==> src/rtl/sdram_wb_master.sv <==
// sdram_wb_master: Wishbone classic-cycle initiator for the SDRAM slave port.
// Runs single or burst read/write commands, one beat per word, with ack timeout.
module sdram_wb_master #(
  parameter int AW      = 24,
  parameter int DW      = 32,
  parameter int LW      = 4,
  parameter int TIMEOUT = 255
) (
  input  logic            clk_i,
  input  logic            rst_i,
  input  logic            cmd_valid_i,
  output logic            cmd_ready_o,
  input  logic            cmd_we_i,
  input  logic [AW-1:0]   cmd_addr_i,
  input  logic [LW-1:0]   cmd_len_i,
  input  logic            wr_valid_i,
  input  logic [DW-1:0]   wr_data_i,
  output logic            wr_ready_o,
  output logic            rd_valid_o,
  output logic [DW-1:0]   rd_data_o,
  output logic            done_o,
  output logic            err_o,
  output logic            cyc_o,
  output logic            stb_o,
  output logic            we_o,
  output logic [AW-1:0]   adr_o,
  output logic [DW-1:0]   dat_o,
  output logic [DW/8-1:0] sel_o,
  input  logic [DW-1:0]   dat_i,
  input  logic            ack_i
);

  localparam int TW = $clog2(TIMEOUT + 1);

  typedef enum logic [1:0] {
    IDLE,
    FETCH,
    STROBE,
    NEXT
  } state_e;

  state_e          state_q;
  logic            rdy_q;
  logic            wrr_q;
  logic            cyc_q;
  logic            stb_q;
  logic            we_q;
  logic [AW-1:0]   adr_q;
  logic [DW-1:0]   dat_q;
  logic            rdv_q;
  logic [DW-1:0]   rdd_q;
  logic            done_q;
  logic            err_q;
  logic [LW-1:0]   len_q;
  logic [LW-1:0]   beat_q;
  logic [TW-1:0]   tmo_q;

  logic            last_beat_d;
  logic            tmo_hit_d;

  assign last_beat_d = (beat_q == len_q);
  assign tmo_hit_d   = (tmo_q == TW'(TIMEOUT - 1));

  assign cmd_ready_o = rdy_q;
  assign wr_ready_o  = wrr_q;
  assign cyc_o       = cyc_q;
  assign stb_o       = stb_q;
  assign we_o        = we_q;
  assign adr_o       = adr_q;
  assign dat_o       = dat_q;
  assign sel_o       = {(DW/8){stb_q}};
  assign rd_valid_o  = rdv_q;
  assign rd_data_o   = rdd_q;
  assign done_o      = done_q;
  assign err_o       = err_q;

  // Burst sequencer: all bus and handshake outputs are registered here.
  always_ff @(posedge clk_i or negedge rst_i) begin
    if (!rst_i) begin
      state_q <= IDLE;
      rdy_q   <= 1'b0;
      wrr_q   <= 1'b0;
      cyc_q   <= 1'b0;
      stb_q   <= 1'b0;
      we_q    <= 1'b0;
      adr_q   <= '0;
      dat_q   <= '0;
      rdv_q   <= 1'b0;
      rdd_q   <= '0;
      done_q  <= 1'b0;
      err_q   <= 1'b0;
      len_q   <= '0;
      beat_q  <= '0;
      tmo_q   <= '0;
    end else begin
      rdv_q  <= 1'b0;
      done_q <= 1'b0;
      err_q  <= 1'b0;
      unique case (state_q)
        IDLE: begin
          if (rdy_q && cmd_valid_i) begin
            rdy_q  <= 1'b0;
            we_q   <= cmd_we_i;
            adr_q  <= cmd_addr_i;
            len_q  <= cmd_len_i;
            beat_q <= '0;
            tmo_q  <= '0;
            if (cmd_we_i) begin
              wrr_q   <= 1'b1;
              state_q <= FETCH;
            end else begin
              cyc_q   <= 1'b1;
              stb_q   <= 1'b1;
              state_q <= STROBE;
            end
          end else begin
            rdy_q <= 1'b1;
          end
        end
        FETCH: begin
          if (wrr_q && wr_valid_i) begin
            wrr_q   <= 1'b0;
            dat_q   <= wr_data_i;
            cyc_q   <= 1'b1;
            stb_q   <= 1'b1;
            state_q <= STROBE;
          end
        end
        STROBE: begin
          tmo_q <= tmo_q + TW'(1);
          if (ack_i) begin
            stb_q <= 1'b0;
            if (!we_q) begin
              rdd_q <= dat_i;
              rdv_q <= 1'b1;
            end
            if (last_beat_d) begin
              cyc_q   <= 1'b0;
              done_q  <= 1'b1;
              rdy_q   <= 1'b1;
              state_q <= IDLE;
            end else begin
              state_q <= NEXT;
            end
          end else if (tmo_hit_d) begin
            cyc_q   <= 1'b0;
            stb_q   <= 1'b0;
            err_q   <= 1'b1;
            rdy_q   <= 1'b1;
            state_q <= IDLE;
          end
        end
        NEXT: begin
          adr_q  <= adr_q + AW'(1);
          beat_q <= beat_q + LW'(1);
          tmo_q  <= '0;
          if (we_q) begin
            wrr_q   <= 1'b1;
            state_q <= FETCH;
          end else begin
            stb_q   <= 1'b1;
            state_q <= STROBE;
          end
        end
        default: state_q <= IDLE;
      endcase
    end
  end

endmodule

==> config.mk <==
export PLATFORM = sky130hd
export DESIGN_NAME = sdram_wb_master
export DESIGN_NICKNAME = d
export VERILOG_FILES = /design/src/rtl/sdram_wb_master.sv
export SDC_FILE = /design/constraint.sdc
export NUM_CORES = 1
export LEC_CHECK = 0
export ABC_AREA = 1
export BUFFER_PORTS_ARGS = -buffer_cell sky130_fd_sc_hd__buf_2
export CORE_MARGIN = 2
export CORE_UTILIZATION = 45
export CTS_CLUSTER_SIZE = 28
export DETAILED_ROUTE_END_ITERATION = 16
export GPL_TIMING_DRIVEN = 0
export MAX_ROUTING_LAYER = met4
export PLACE_DENSITY = 0.76
export SYNTH_ARGS = -nofsm -noshare
export SYNTH_HDL_FRONTEND = slang
export SYNTH_SLANG_ARGS = --single-unit
==> constraint.sdc <==
create_clock -name clk_i -period 1.49 [get_ports clk_i]
set_input_delay 0.2235 -clock clk_i [delete_from_list [all_inputs] [get_ports clk_i]]
set_output_delay 0.2235 -clock clk_i [all_outputs]
set_load 0.02 [all_outputs]
# Yosys cells after proc, flatten, opt, wreduce, memory -nomap -nowiden
# Cells that the tools add are included.
[totals] n_memories=0 rom_bits=0 out_inout_bits=100 ff_bits=114 wordCells=93 input_bits=98 latch_bits=0 ramBits=0
[op_classes] n_eq_ne=13 n_bitwise=1 n_mul=0 n_div=0 shifts=0 reduce_logical=18 add_sub_neg=3 n_lt_le_gt_ge=0 mux=43
[op_table] cell="one-hot mux 24 bit (2 select lines)" count=1
[op_table] cell="two-way mux 1 bit" count=25
[op_table] cell="adder 24 x 1 -> 24 bit (second input constant)" count=1
[op_table] cell="two-way mux 24 bit" count=1
[op_table] cell="one-hot mux 8 bit (3 select lines)" count=1
[op_table] cell="two-way mux 2 bit" count=7
[op_table] cell="!= test 2 bit (second input constant)" count=6
[op_table] cell="AND reduction 5 bit" count=2
[op_table] cell="AND reduction 3 bit" count=3
[op_table] cell="nonzero test 3 bit" count=3
[op_table] cell="adder 8 x 1 -> 8 bit (second input constant)" count=1
[op_table] cell="equality test 8 bit (second input constant)" count=1
[op_table] cell="two-way mux 8 bit" count=1
[op_table] cell="one-hot mux 2 bit (4 select lines)" count=1
[op_table] cell="one-hot mux 4 bit (2 select lines)" count=1
[op_table] cell="AND reduction 2 bit" count=4
[op_table] cell="!= test 3 bit (second input constant)" count=2
[op_table] cell="one-hot mux 1 bit (3 select lines)" count=2
[op_table] cell="AND reduction 6 bit" count=1
[op_table] cell="adder 4 x 1 -> 4 bit (second input constant)" count=1
[op_table] cell="equality test 2 bit (second input constant)" count=2
[op_table] cell="equality test 4 bit" count=1
[op_table] cell="two-way mux 4 bit" count=1
[op_table] cell="one-hot mux 1 bit (4 select lines)" count=1
[op_table] cell="6 further kinds" count=8

# Logic depth before layout (Yosys ltp)
# Gate-level depths: netlist of the first run.
[depth] depth_word=4 ltp_mapped=10 ltp_nobuf=10

# Least setup slack after synthesis of the first run
# No wires, ideal clock.
[synth_path] path_type="reg-to-reg" from="register adr_q[0], in the netlist adr_o[0]" to="register adr_q[16], in the netlist adr_o[16]" setup_ns=0.116 n_path_buf=0 arrival_ns=1.465 setup_slack_ns=-0.091 t_required_ns=1.374 period_less_slack_ns=1.581 path_stages_with_launch=11 cell_sequence="dfrtp_1 ha_1 nand2_1 nor2_2 nand2_1 nor2_1 nand2_1 nand2_1 nand2_1 nand2_1 nand2_1"
[synth_via] elab_chain_len=2
[synth_rtl] item="start, declared" line_no="48" text="logic [AW-1:0] adr_q;"
[synth_rtl] item="start signal, assigned" line_no="104" text="adr_q <= cmd_addr_i;"
[synth_rtl] item="start signal, assigned" line_no="154" text="adr_q <= adr_q + AW'(1);"
[synth_rtl] item="adder 24 x 1 -> 24 bit" line_no="154"
[synth_rtl] item="one-hot mux 24 bit (2 select lines)" line_no="99" text="unique case (state_q)"
# Every way passes these cells.
# A chain may end at the register's enable or synchronous reset.

# Worst setup path after layout of the first run
[layout_path] from="register state_q[0]" to="register tmo_q[6]"
[layout_via] elab_chain_len=3 elab_cells_between_ends=7 cone_classes="3 x eq/ne; 1 x mux; 3 x reduce/logical"
[layout_rtl] item="start, declared" line_no="42" text="state_e state_q;"
[layout_rtl] item="start signal, assigned" line_no="80" text="state_q <= IDLE;"
[layout_rtl] item="start signal, assigned" line_no="110" text="state_q <= FETCH;"
[layout_rtl] item="start signal, assigned" line_no="114" text="state_q <= STROBE;"
[layout_rtl] item="equality test 2 bit / logical NOT 2 bit (equally long branches)" line_no="99"
[layout_rtl] item="nonzero test 3 bit (no line) / != test 2 bit (equally long branches)"
[layout_rtl] item="AND reduction 2 bit (no line)"
[layout_rtl] item="end signal, assigned" line_no="130" text="tmo_q <= tmo_q + TW'(1);"
[layout_rtl] item="end, declared" line_no="56" text="logic [TW-1:0] tmo_q;"
# Parallel ways exist; a longest one is shown, timed or not.

==> impl.org, run 1 <==
** Clock network
- Number of buffers inserted during clock tree synthesis :: 17
- Clock insertion delay at the later pin of the skew report :: 0.41 ns
- The H-tree was split into 4 levels.
- CTS saw 114 sinks.
- CTS clk-pin slew, worst paths :: 0.05 ns
- CTS tree :: yes
- Root buffer cell :: sky130_fd_sc_hd__clkbuf_16
- CTS max path bufs :: 2

** Route
- Initial DRC Count :: 431
- Count of nets left with antenna violations after detail routing :: 0
- Vias per std cell :: 4.84
- In the routed design, unresolved DRC markers number 0.
- Routed WL :: 15400 um
- Before antenna repair, the detailed router went through 5 iterations.
- Vias :: 5454
- Dividing the detail-routed wire length by the instance count gives 13.6 um.

** STA
- Fmax :: 0.659 GHz
- Count of final max-slew check failures :: 0
- Final-report setup violation count :: 23
- Final Worst Setup Slack :: -0.0272 ns
- At the pin with the least slew margin, the transition time is 0.555 ns.
- Final Hold Vio Count :: 0
- The worst pin sits at a relative slew slack of 63.0%.
- Minimum clock period :: 1.52 ns
- The worst path uses 102% of the clock period.
- Worst clock skew on the final layout :: 0.00835 ns
- Setup repair after global routing could not meet its margin everywhere.

** Critical path
- STA classifies the critical path endpoint as a flop.
- Reg2Reg Launch Point :: state_q[0]
- Cell Chain, Critical Path :: buf_6 -> nor2_4 -> clkinv_4 -> buf_4 -> a21oi_1 -> o21ai_0 -> o21ai_0
- Maximum fanout encountered on the critical timing path :: 7
- Most common cell type on the critical path :: sky130_fd_sc_hd__o21ai_0
- Length in cells of the worst reg-to-reg path :: 7
- The endpoint identified for the worst register-to-register timing path is tmo_q[6].
- For the worst setup path, the data required time is 1.80 ns.
- WP data arrival :: 1.83 ns
- Across all register-to-register paths, the minimum setup slack is -0.03 ns.
- Cell family with the largest share of critical-path delay :: flip-flops
- Peak per-stage delay on the critical path :: 0.46 ns
- Element type at the critical path start :: flop
- The worst setup path is of the reg2reg kind.
- Cell with the biggest individual delay on the critical path :: sky130_fd_sc_hd__dfrtp_2
- Worst path buffer plus inverter count :: 3

** Layout
- From synthesis to final layout, the design area changed by 45.3%.
- In the final layout, the share of cells above drive strength 1 is 35.4%.
- Net count, final :: 1072
- At the end of the flow the core is filled with cells to 66.9%.
- Summing all non-filler instances in the final layout gives an area of 8040 um2.

** Flow run
- Max-cap violations in this run came to 0.

** Logic synthesis
- By area the synthesized netlist is led by sky130_fd_sc_hd__dfrtp_1 52%, sky130_fd_sc_hd__nand2_1 23%, sky130_fd_sc_hd__nor2_1 4.1%, sky130_fd_sc_hd__inv_1 2.6%, sky130_fd_sc_hd__nand3_1 2.4%.
- The number of different library cells used by synthesis comes to 33.
- Synth Flop Type :: sky130_fd_sc_hd__dfrtp_1
- After synthesis, the largest area contributor takes up 51.6% of total cell area.
- The cell count after synthesis came out at 712.
- Biggest area consumer among synthesized cells :: sky130_fd_sc_hd__dfrtp_1
- Number of enable flip-flop cells after synthesis :: 0
- Post-synthesis cell area :: 5530 um2
- When the netlist entered floorplanning its net count stood at 814.
- Async set-or-reset flop fraction in the synthesized netlist :: 100%
- Sequential area share after synthesis :: 51.6%
- YS warnings :: 0
- Each instance of the synthesized netlist takes up on average 7.77 um2.
- After synthesis the netlist holds a flip-flop and latch count of 114.

** Place
- In this run the cell area measured after placement is 6740 um2.
- At the placement stage, the worst setup path has a slack of -0.0769 ns.
- Sum of net half-perimeters after detailed placement :: 10100 um
- The congestion estimate from routability-driven global placement came to 0.922.
- Buffers placed on the I/O ports in this run total 197.

** Floorplan
- Once the floorplan was initialized, standard cells occupied 46.1% of the core.
- In this run the vertical extent of the chip is 115 um.
- Floorplan die area :: 13200 um2
- Pin placement for this block handled 198 I/O pins.
- Row generation in the floorplan step produced 40 rows.
- Core ar. :: 12000 um2
- The floorplan step set the die width to 115 um.

** Power and ir drop
- Summed over all cells, the static leakage comes to 4.62 nW.
- In this run the power density over the cells is 930 nW/um2.
- Int Pwr :: 5.97 mW
- VDD sags by at most 622 uV.
- Share of power burned in registers :: 41.5%
- Combinational Power Share :: 3.5%
- For this design the total switching power over the nets is 1.51 mW.
- Per report_power, the clock group accounts for 55.0% of the total.
- In this run switching power makes up 20.2% of total power.

** Worst hold path
- In this run the most critical hold path is launched from cmd_len_i[3].
- For hold timing, the worst endpoint is len_q[3].
- HP Class :: in2reg
- Hold Path Depth :: 3

** Run status
- Violated checks :: negative setup slack
- The run finished, with violations left.

** GRT
- Residual overflow from global routing :: 0
- Antenna violations before repair :: 0
- Vias in the first global route :: 5058
- Global-route wire length before repair :: 24300 um
- Global-route usage over all layers :: 24.1%
- Entering global routing, the biggest net connects 60 pins.
==> power by group through the flow <==
stage                     logic (mW)  registers (mW)  clock network (mW)
after CTS                      0.264            3.10                4.17
after detailed placement       0.213            3.15                   0
after global placement         0.201            3.15                   0
final                          0.262            3.10                4.11
after global routing           0.293            3.10                4.33
after floorplan              0.00791            3.15                   0
==> state kept, by name, summed over array words and instances, names as in the netlist <==
name / count
tmo_q: 8
done_o: 1
cmd_ready_o: 1
beat_q: 4
len_q: 4
wr_ready_o: 1
dat_o: 32
adr_o: 24
cyc_o: 1
rd_data_o: 32
err_o: 1
stb_o: 1
state_q: 2
we_o: 1
rd_valid_o: 1
==> repair_timing <==
| item | in CTS | in global routing |
|---|---|---|
| pin swaps | 2 | 10 |
| hold buffers | 24 | 0 |
| endpoints found under the hold margin | 78 | 0 |
| buffers inserted | 2 | 14 |
| gates resized for setup | 11 | 88 |
| gates cloned | 0 | 2 |
| endpoints found under the setup margin | 62 | 74 |
==> worst max path at each step <==
stage	slack, ns	end	start	cells past startpoint
2_1_floorplan	0.03	adr_o[16]	adr_o[0]	10
3_3_place_gp	-1.43	adr_o[1]	rst_i	1
3_5_place_dp	-0.08	adr_o[7]	state_q[1]	7
4_1_cts	0.002	adr_o[13]	state_q[1]	7
5_1_grt	-0.12	rd_data_o[17]	state_q[0]	9
6_report	-0.03	tmo_q[6]	state_q[0]	7
==> tightest hold or removal path, cell delays in order <==
cell and delay (ns):
sky130_fd_sc_hd__buf_2 0.07, sky130_fd_sc_hd__nand2_1 0.04, sky130_fd_sc_hd__nand2_1 0.05
==> logic make-up after synthesis <==
| logic type | synth area share (%) |
|---|---|
| and+or+nand+nor | 33.6 |
| AOI/OAI and AO/OA | 5.75 |
| DFF | 51.6 |
| buffers and inverters | 7.08 |
| xor gates and xnor gates | 1.11 |
| adders and majority gates | 0.905 |
==> layout make-up <==
class / count / area, um2
inverter: 48 / 205
clock inverter: 9 / 133
sequential: 114 / 2870
antenna: 1 / 2.50
timing repair buffer: 240 / 1430
clock buffer: 20 / 467
buffer: 24 / 263
tap: 147 / 184
fill: 972 / 3970
multi-input combinational: 525 / 2480
==> Yosys cell counts (7+ instances only) <==
| cell | count |
|---|---|
| sky130_fd_sc_hd__nand2_2 | 9 |
| sky130_fd_sc_hd__a21oi_1 | 16 |
| sky130_fd_sc_hd__inv_2 | 7 |
| sky130_fd_sc_hd__dfrtp_1 | 114 |
| sky130_fd_sc_hd__nand2_1 | 344 |
| sky130_fd_sc_hd__buf_6 | 7 |
| sky130_fd_sc_hd__nor2_1 | 60 |
| sky130_fd_sc_hd__nand3_1 | 27 |
| sky130_fd_sc_hd__buf_4 | 12 |
| sky130_fd_sc_hd__o211ai_1 | 7 |
| sky130_fd_sc_hd__o21ai_0 | 17 |
| sky130_fd_sc_hd__inv_1 | 39 |
==> per-stage QoR <==
step | TNS [ns] | instances | hold slack (ns) | power [mW]
5_1_grt | -3.36 | 1127 | 0.00291 | 7.72
3_5_place_dp | -0.830 | 1057 | 0.228 | 3.37
2_1_floorplan | 0 | 712 | -0.0721 | 3.16
4_1_cts | 0 | 1112 | 0.000186 | 7.53
3_3_place_gp | -139.01 | 1056 | 0.418 | 3.35
6_report | -0.209 | 1128 | 0.0139 | 7.48
==> cells in the final DEF (no fill, tap or decap), drive strengths merged <==
cell type	n
nand4	6
a22o	3
nor3	4
o22ai	3
o21ai	22
nand3b	2
nand3	27
o211ai	7
clkinvlp	2
o311ai	1
ha	4
dlygate4sd3	24
xnor2	1
nand2	354
diode	1
a31oi	1
xor2	6
buf	236
a21oi	16
inv	46
dfrtp	114
nor2	66
bufinv	3
o21a	1
clkinv	6
clkbuf	24
o21bai	1
==> metal layers <==
| metal | up-vias | global-route usage [%] | wire (um) |
|---|---|---|---|
| met5 | - | - | 0 |
| met4 | 0 | 10.3 | 339 |
| met3 | 32 | 4.16 | 920 |
| met2 | 207 | 36.5 | 7370 |
| met1 | 2482 | 32.0 | 6740 |
| li1 | 2733 | - | - |
Note: power is estimated with default switching activity, not from simulation.
==> run 2, diff against run 1 <==
==> constraint.sdc (replaced) <==
create_clock -name clk_i -period 1.49 [get_ports clk_i]
set_input_delay 0.0745 -clock clk_i [delete_from_list [all_inputs] [get_ports clk_i]]
set_output_delay 0.0745 -clock clk_i [all_outputs]
set_load 0.02 [all_outputs]
==> run 2 against run 1 <==
The run now ends clean. Sequential power about the same. Worst hold slack improved by 0.0019 ns. Clock power barely moved. Design area up 7.5%. Clock skew increased by 0.0011 ns. Fmax rose by 4.7%. Combinational power up 56%. Non-clock buffer count grew 64. Via count increased by 5.4%. Largest power group unchanged. Highest routed layer unchanged.
==> impl.org, run 2 (same netlist as run 1, synthesis figures left out) <==
** Run status
- Run status: finished, final reports clean (was complete, but fails checks).

** Route
- Routed WL :: 16500 um (was 15400 um)
- Initial DRC Count :: 358 (was 431)
- Number of DRC violations after detailed routing :: 0 (unchanged)
- The detail-routed net length per standard cell came to 13.9 um (was 13.6 um).
- The number of nets still failing antenna checks after routing was 0 (unchanged).
- Vias :: 5747 (was 5454)
- Vias per std cell :: 4.82 (was 4.84)
- The count of TritonRoute iterations in the first routing pass is 5 (unchanged).

** Layout
- Layout Area Growth over Synthesis :: 56.3% (was 45.3%)
- The most frequent standard cell in the layout excluding fill and tap cells was sky130_fd_sc_hd__nand2_1 (unchanged).
- The share of the core filled with cells in the final layout came to 72.0% (was 66.9%).
- The fraction of final layout cells with drive strength greater than 1 was 32.1% (was 35.4%).
- Most used cells in the layout excluding fill and tap cells :: 336 x sky130_fd_sc_hd__nand2_1, 196 x sky130_fd_sc_hd__buf_2, 97 x sky130_fd_sc_hd__dfrtp_1, 93 x sky130_fd_sc_hd__dlygate4sd3_1, 44 x sky130_fd_sc_hd__nor2_1 (was 327 x sky130_fd_sc_hd__nand2_1, 196 x sky130_fd_sc_hd__buf_2, 99 x sky130_fd_sc_hd__dfrtp_1, 44 x sky130_fd_sc_hd__nor2_1, 39 x sky130_fd_sc_hd__inv_1)
- Number of standard cells in the layout, taps in and fillers out :: 1193 (was 1128)
- Fill cell count :: 860 (was 972)
- The number of nets in the layout is 1136 (was 1072).

** Place
- The setup slack at placement came to -0.0769 ns (unchanged).
- # port buffers :: 197 (unchanged)
- Gp weighted congestion :: 0.922 (unchanged)
- Number of placed cells counting well taps :: 1057 (unchanged)
- The HPWL after detailed placement is 10100 um (unchanged).

** Floorplan
- The number of cell rows was 40 (unchanged).
- The die extent in y is 115 um (unchanged).
- The area inside the core boundary is 12000 um2 (unchanged).
- Boundary pin count :: 198 (unchanged)
- The die outline area came to 13200 um2 (unchanged).
- The x dimension of the die is 115 um (unchanged).
- Initial Utilization :: 46.1% (unchanged)

** Power and ir drop
- The sum of internal, switching and leakage power is 7.63 mW (was 7.48 mW).
- Switching fraction of total power :: 20.2% (about the same)
- Int Pwr :: 6.09 mW (was 5.97 mW)
- Power density of the placed cells :: 883 nW/um2 (was 930 nW/um2)
- The share of power burned in registers was 40.6% (was 41.5%).
- The leakage power figure was 4.86 nW (was 4.62 nW).
- The net load switching power was 1.54 mW (was 1.51 mW).
- The clock network fraction of total power was 54.0% (was 55.0%).
- Combinational Power Share :: 5.4% (was 3.5%)
- The highest ir drop seen on vdd is 616 uV (was 622 uV).

** STA
- Worst Max-Slew Pin Slew :: 0.547 ns (was 0.555 ns)
- Unrepaired setup endpoints after global routing: yes (unchanged).
- The worst clock skew on the final layout was 0.00945 ns (was 0.00835 ns).
- The shortest clock period the worst path allows after layout came to 1.45 ns (was 1.52 ns).
- The highest attainable clock frequency came to 0.690 GHz (was 0.659 GHz).
- The worst slew slack as a fraction of its limit came to 63.6% (was 63.0%).
- Final Hold Vio Count :: 0 (unchanged)
- The number of pins with negative max-slew slack in the final report came to 0 (unchanged).
- The total negative slack for setup checks is 0 ns (was -0.209 ns).
- The portion of the clock cycle consumed by the worst path in the final layout was 97.3% (was 102%).
- Final-report setup violation count :: 0 (was 23)
- Final Worst Setup Slack :: 0.0404 ns (was -0.0272 ns)

** Critical path
- The endpoint type of the worst setup path was a flop (unchanged).
- The critical path start-end classification was reg2reg (unchanged).
- The peak fanout along the critical path was 10 (was 7).
- Element type at the critical path start :: flop (unchanged)
- The critical path arrival was 1.75 ns (was 1.83 ns).
- Reg2Reg Launch Point :: state_q[0] (unchanged)
- Required time reported for the critical path endpoint :: 1.79 ns (was 1.80 ns)
- Launching element of the worst setup path :: state_q[0] (unchanged)

** GRT
- Global-route wire length before repair :: 26600 um (was 24300 um)
- The sum of overflow across all layers after global routing is 0 (unchanged).
- Vias in the first global route :: 5574 (was 5058)
- The initial antenna violation count was 0 (unchanged).
- The overall track demand over capacity in global routing came to 26.3% (was 24.1%).
- Largest net degree at the start of global routing :: 60 (unchanged)

** Clock network
- The worst-skew pair later-pin latency is 0.41 ns (about the same).
- CTS tree :: yes (unchanged)
- CTS clk-pin slew, worst paths :: 0.05 ns (about the same)
- The number of H-tree levels came to 4 (unchanged).
- Sinks on the clock net :: 114 (unchanged)
- The total CTS buffers was 17 (unchanged).
- The library cell used as clock root buffer is sky130_fd_sc_hd__clkbuf_16 (unchanged).
- The maximum root-to-sink buffer count was 2 (unchanged).

** Flow run
- The max-capacitance violation count was 0 (unchanged).

** Worst hold path
- Min-delay src :: cmd_addr_i[15] (was cmd_len_i[3])
- The path category of the worst min-delay check was in2reg (unchanged).
## run 2: cell count changes in the layout (fill, tap and decap cells not counted), sizes merged
cell,change
buf,-4
clkbuf,-1
clkinv,-1
diode,+1
dlygate4sd3,+69
inv,+1
## run 2: worst paths after layout
path | slack (ns) | end | cells after the start
worst max-delay path | 0.04 | stb_o | 6
worst min-delay path | 0.02 | adr_o[15] | 5
worst max register to register | 0.04 | stb_o | 6
worst min register to register | 0.46 | dat_o[4] | 2
max in group asynchronous | 0.63 | rd_data_o[14] | 3
min in group asynchronous | 0.21 | tmo_q[4] | 2
## run 2: what timing repair did
item,in CTS,in global routing
buffers inserted,2,10
endpoints found under the setup margin,62,73
hold endpoints to repair,147,0
cloned,0,1
hold buffers,93,0
gates resized for setup,11,77
pin swaps,2,8
## run 2: worst max-delay path, cell delays in order, from the launching register on
cell,delay [ns]
sky130_fd_sc_hd__dfrtp_2,0.46
sky130_fd_sc_hd__buf_4,0.16
sky130_fd_sc_hd__nor2_4,0.12
sky130_fd_sc_hd__inv_6,0.08
sky130_fd_sc_hd__nor2_2,0.21
sky130_fd_sc_hd__a21oi_2,0.12
sky130_fd_sc_hd__o21a_1,0.18
## run 2: per-stage QoR
stage / hold WS [ns] / instance area [um2]
floorplan: -0.221 / 5540
global placement: 0.269 / 6710
detailed placement: 0.0789 / 6740
CTS: 0.00575 / 8320
global route: 0.0525 / 8640
finish: 0.0157 / 8640
## run 2: power by group through the flow
stage | clock network (mW) | logic [mW] | registers (mW)
floorplan | 0 | 0.00791 | 3.15
global placement | 0 | 0.201 | 3.15
detailed placement | 0 | 0.213 | 3.15
CTS | 4.17 | 0.404 | 3.10
global route | 4.33 | 0.446 | 3.10
finish | 4.12 | 0.409 | 3.10
## run 2: cell type report
type                       instances  area [um2]  share of cell area [%]
antenna                            2        5.00                  0.0579
buffer                            24         250                    2.89
clock buffer                      20         467                    5.40
clock inverter                     9         133                    1.53
inverter                          48         205                    2.37
multi-input combinational        525        2460                    28.5
sequential                       114        2870                    33.2
tap                              147         184                    2.13
timing repair buffer             304        2070                    23.9
## run 2: per-layer routing
| metal | global-route usage, % | wire length, um | up-vias |
|---|---|---|---|
| met3 | 4.53 | 833 | 27 |
| met1 | 33.4 | 7280 | 2673 |
| met4 | 11.9 | 361 | 0 |
| li1 | - | - | 2864 |
| met5 | - | 0 | - |
| met2 | 41.5 | 8060 | 183 |
